File: src/rtl/fifo_wptr_full.sv
// fifo_wptr_full: write-side pointer, address and full/almost-full/level/overflow flags of an async FIFO
// Ports:
//   clk_in, reset_in   write-domain clock, synchronous active-high reset
//   wr_req_in          producer write request
//   rptr_sync_in       Gray read pointer already synchronized into this domain
//   wr_en_out          memory write enable (combinational)
//   waddr_out          memory write address (binary pointer low bits)
//   wptr_out           Gray write pointer for the read-domain synchronizer
//   full_out, afull_out, level_out, overflow_out   registered status
module fifo_wptr_full #(
    parameter int ADDR_WIDTH  = 4,
    parameter int AFULL_LEVEL = 14
) (
    input  logic                  clk_in,
    input  logic                  reset_in,
    input  logic                  wr_req_in,
    input  logic [ADDR_WIDTH:0]   rptr_sync_in,
    output logic                  wr_en_out,
    output logic [ADDR_WIDTH-1:0] waddr_out,
    output logic [ADDR_WIDTH:0]   wptr_out,
    output logic                  full_out,
    output logic                  afull_out,
    output logic [ADDR_WIDTH:0]   level_out,
    output logic                  overflow_out
);
    localparam int PW = ADDR_WIDTH + 1;
    logic [PW-1:0] wbin, wbin_next, wgray_next, rbin, level_next;
    logic          full_next;
    assign wr_en_out = wr_req_in & ~full_out & ~reset_in;
    // Gray-to-binary: each binary bit is the XOR of all Gray bits at or above it
    always_comb begin
        rbin = '0;
        for (int i = 0; i < PW; i++) rbin[i] = ^(rptr_sync_in >> i);
    end
    always_comb begin
        wbin_next  = wbin + PW'(wr_en_out);
        wgray_next = (wbin_next >> 1) ^ wbin_next;
        // full when the write pointer is exactly one lap ahead of the read pointer
        full_next  = wgray_next == {~rptr_sync_in[ADDR_WIDTH:ADDR_WIDTH-1], rptr_sync_in[ADDR_WIDTH-2:0]};
        level_next = wbin_next - rbin;
    end
    always_ff @(posedge clk_in) begin
        if (reset_in) begin
            wbin         <= '0;
            wptr_out     <= '0;
            waddr_out    <= '0;
            full_out     <= 1'b0;
            afull_out    <= 1'b0;
            level_out    <= '0;
            overflow_out <= 1'b0;
        end else begin
            wbin         <= wbin_next;
            wptr_out     <= wgray_next;
            waddr_out    <= wbin_next[ADDR_WIDTH-1:0];
            full_out     <= full_next;
            afull_out    <= level_next >= PW'(AFULL_LEVEL);
            level_out    <= level_next;
            overflow_out <= overflow_out | (wr_req_in & full_out);
        end
    end
endmodule

File: config.mk
export PLATFORM = sky130hd
export DESIGN_NAME = fifo_wptr_full
export DESIGN_NICKNAME = d
export VERILOG_FILES = /design/src/rtl/fifo_wptr_full.sv
export SDC_FILE = /design/constraint.sdc
export NUM_CORES = 1
export LEC_CHECK = 0
export CORE_AREA = 2 2 49 51
export DETAILED_ROUTE_END_ITERATION = 10
export DIE_AREA = 0 0 51 53
export PLACE_DENSITY = 0.7
export SLEW_MARGIN = 20
export SYNTH_ARGS = -nofsm -noshare
export SYNTH_HDL_FRONTEND = slang
export SYNTH_SLANG_ARGS = --single-unit
File: constraint.sdc
create_clock -name clk_in -period 2.44 [get_ports clk_in]
set_input_delay 0.488 -clock clk_in [delete_from_list [all_inputs] [get_ports clk_in]]
set_output_delay 0.488 -clock clk_in [all_outputs]
set_load 0.005 [all_outputs]
==> summary by stage, run 1 <==
Outcome
The run finished with clean final reports.

STA
The number of hold violations in the final report came to 0. The headroom to the max-slew limit is 0.7858. Setup violations remaining at the end of the flow were counted as 0. The final setup TNS is 0 ns. For the finished layout, the period the worst path requires is 2.324 ns. The max-slew violation count was 0. The part of the cycle the worst path needs is 0.9524. The slew at the pin with the worst max-slew slack is about 0.32 ns. On the final layout, the worst clock skew is approximately 0.0055 ns. For this run, the top clock speed supported by timing is 430.3 MHz.

Clocking
Clock-pin slew was measured on the worst setup and hold paths at 0.10 ns. The maximum number of buffers from clock root to sink is 2. Buffers inserted during clock tree synthesis total 3. The cell sitting at the root of the clock tree is a clkbuf_4. The CTS tree is done.

Clock latency on the worst-skew pair, taken at its later pin, is ~0.3 ns. The count of H-tree levels built during CTS is 1. The hold buffer count at cts is 0. CTS saw 17 sinks.

Cells and area
The most common library cell in the layout ignoring fill and taps is buf_4. The growth of design area from synthesis to finish is 75.99%. In the layout the commonest cells are buf_4 (20), clkdlybuf4s50_1 (19), dfxtp_1 (17). In the final design database the tool counted 148 nets.

Of the cells placed in the final design, the portion with a size suffix greater than 1 is 0.3588. The number of antenna diodes is 0.

Global route
The pin count of the biggest net entering global routing is 18. The number of global-route vias before repair was 684. The initial antenna violation count is 0. The global routing usage summed across all routing layers is 0.1574.

The total overflow left after global routing is 0. The first global-routing pass estimated 3001 um of wire.

Setup path
The largest driver fanout on the critical path is 2. The required arrival time at the worst endpoint is 2.65 ns. In this run the critical register-to-register path is launched from full_out$_SDFF_PP0_. The kind of capture point of the worst setup path is a flip-flop. The critical path launch point is rptr_sync_in[3]. The type of the setup path with the least slack is input port to flip-flop.

STA classifies the critical path startpoint as an input port. The signal on the critical path passes through clkbuf_2 > xnor2_4 > xor2_2 > xor2_2 > xnor2_1 > ha_2 > fa_2 > or2_4 > o32ai_2. On the critical path the largest part of the delay comes from XOR/XNOR gates. Among all stages on the critical path, the largest delay is contributed by fa_2. The critical path data arrival time is 2.54 ns.

The number of buffers and inverters on the critical path is 1. The delay of the slowest critical-path stage is 0.42 ns. The most common cell type on the critical path is xor2_2.

Die
The floorplan step set the die height to 53 um. For this configuration, the core starts out at a cell density of 0.3832. The die area is 2703 um^2.

The horizontal die dimension is 51 um. The number of top-level pins is 26. The floorplan has 17 rows. The floorplan step defined a core boundary enclosing 2148 um^2.

Logic synthesis
The number of storage elements in the synthesis netlist is 17. The average cell area after synthesis is 9.801 um^2. The number of distinct standard cells referenced by the synthesized netlist is 17. The share of the synthesized area in the top cell type is 0.4134. The post-synth net total is 100. In this run the cell area of the synthesized design comes to about 820 um^2. Ranked by total cell area, the synthesized netlist is headed by dfxtp_1 (41%), xnor2_1 (14%), ha_1 (11%), nor2_1 (6.4%), xor2_1 (6.4%). The cell count after synthesis came out at 84. dfxtp_1 takes more of the synthesized area than any other cell. The sequential share of the synthesized area is 0.4134. The total of warnings raised by yosys is 0.

Routing
The post-route antenna net violation count is 0. For this run, design rule violations remaining after detail routing come to 0. The iteration count of the initial detailed-routing pass is 4.

The final wirelength is 1878 um. Dividing the detail-routed via count by the number of cells gives 4.440. The via count is between 700 and 800.

The first routing iteration left 7 violations. In the final routed layout, each cell accounts on average for 11.81 um.

Pwr
In this run the static leakage power is 0.6177 nW. The ratio of total power to cell area is around 500 nW/um^2. The overall power after layout is ~0.00075 W. The worst-case IR drop observed on VDD is 0.0003151 V.

Hold path
In this run the most critical hold path is launched from wr_req_in. The type of the tightest min-delay check is input port to flip-flop.

Place
Routability-driven placement finished with a final weighted congestion of just over 0.7. The wire-length estimate of the detail-placed layout is 1396 um. The port buffer count is 25.

Flow run
The max capacitance violation total is 0.
through the flow:
step | instances | util | hold WS, ns | instance area, um^2 | setup WS, ns
6_report | 159 | 0.6744 | 0.4585 | 1449 | 0.1161
5_1_grt | 159 | 0.6744 | 0.5137 | 1449 | -0.002566
4_1_cts | 157 | 0.6540 | 0.4930 | 1405 | -0.04448
3_5_place_dp | 151 | 0.6179 | 0.4681 | 1328 | -0.6102
3_3_place_gp | 151 | 0.6179 | 0.4532 | 1328 | -0.5092
2_1_floorplan | 84 | - | 0.4604 | 933.4 | -0.01046
path summary, 6_finish.rpt:
kind / endpoint / cells after the start / slack [ns]
worst min register to register: overflow_out$_SDFF_PP0_ / 2 / 0.48
worst max-delay path: afull_out$_SDFF_PP0_ / 9 / 0.12
worst max register to register: afull_out$_SDFF_PP0_ / 7 / 0.26
worst min-delay path: overflow_out$_SDFF_PP0_ / 3 / 0.46
worst min-delay path, cell delays in order:
cell            delay (ns)
dlymetal6s2s_1        0.10
a21oi_1               0.06
nor2_1                0.07
timing repair:
item,CTS,global route
gates resized for setup,12,9
pin swaps,8,12
setup buffers,2,2
endpoints found under the setup margin,5,5
report_power, final:
group / internal, W / switching, W / total, W / leakage [nW]
Clock: 0.0000637 / 0.0000920 / 0.000156 / 0.0150
Combinational: 0.000163 / 0.000114 / 0.000277 / 0.464
Sequential: 0.000304 / 0.00000990 / 0.000314 / 0.139
cells by family after synthesis:
group | share of synthesized area
flip-flops | 0.4134
AO/OA/AOI/OAI | 0.05319
AND/OR/NAND/NOR | 0.1201
buffers and inverters | 0.04104
XOR/XNOR | 0.2416
adder cells (fa/ha/maj) | 0.1307
registers in the layout, summed over array words and instances (netlist names):
| name | count |
|---|---|
| afull_out | 1 |
| full_out | 1 |
| level_out | 5 |
| overflow_out | 1 |
| waddr_out | 3 |
| wbin | 1 |
| wptr_out | 5 |
cell type report:
class | count | area [um^2]
fill | 167 | 699.4
multi-input combinational | 58 | 631.9
timing repair buffer | 45 | 389.1
sequential | 17 | 340.3
tap | 28 | 35.03
clock buffer | 4 | 26.28
inverter | 7 | 26.28
routing by layer:
layer / GRT usage / wire length, um
met2: 0.2619 / 960
met1: 0.1888 / 802
met4: 0.09459 / 52
met3: 0.02825 / 63
met5: 0 / 0
synth_stat cells:
| cell | n |
|---|---|
| fa_1 | 1 |
| dfxtp_1 | 17 |
| a21o_1 | 2 |
| nand3_1 | 4 |
| a21oi_1 | 4 |
| nor2b_1 | 1 |
| or2_2 | 1 |
| o32ai_1 | 1 |
| xnor2_1 | 13 |
| or3_1 | 1 |
| ha_1 | 7 |
| nor2_1 | 14 |
| xor2_1 | 6 |
| clkbuf_1 | 2 |
| xor2_2 | 2 |
| inv_1 | 7 |
| nor3b_1 | 1 |
(Power assumes the default switching activity.)
==> run 2, diff against run 1 <==
--- a/config.mk
+++ b/config.mk
@@ -6,6 +6,7 @@
 export NUM_CORES = 1
 export LEC_CHECK = 0
 export CORE_AREA = 2 2 49 51
+export CTS_CLUSTER_SIZE = 28
 export DETAILED_ROUTE_END_ITERATION = 10
 export DIE_AREA = 0 0 51 53
 export PLACE_DENSITY = 0.7
==> results of run 2 <==
No change in the layout: final DEF, timing and power equal those of run 1.
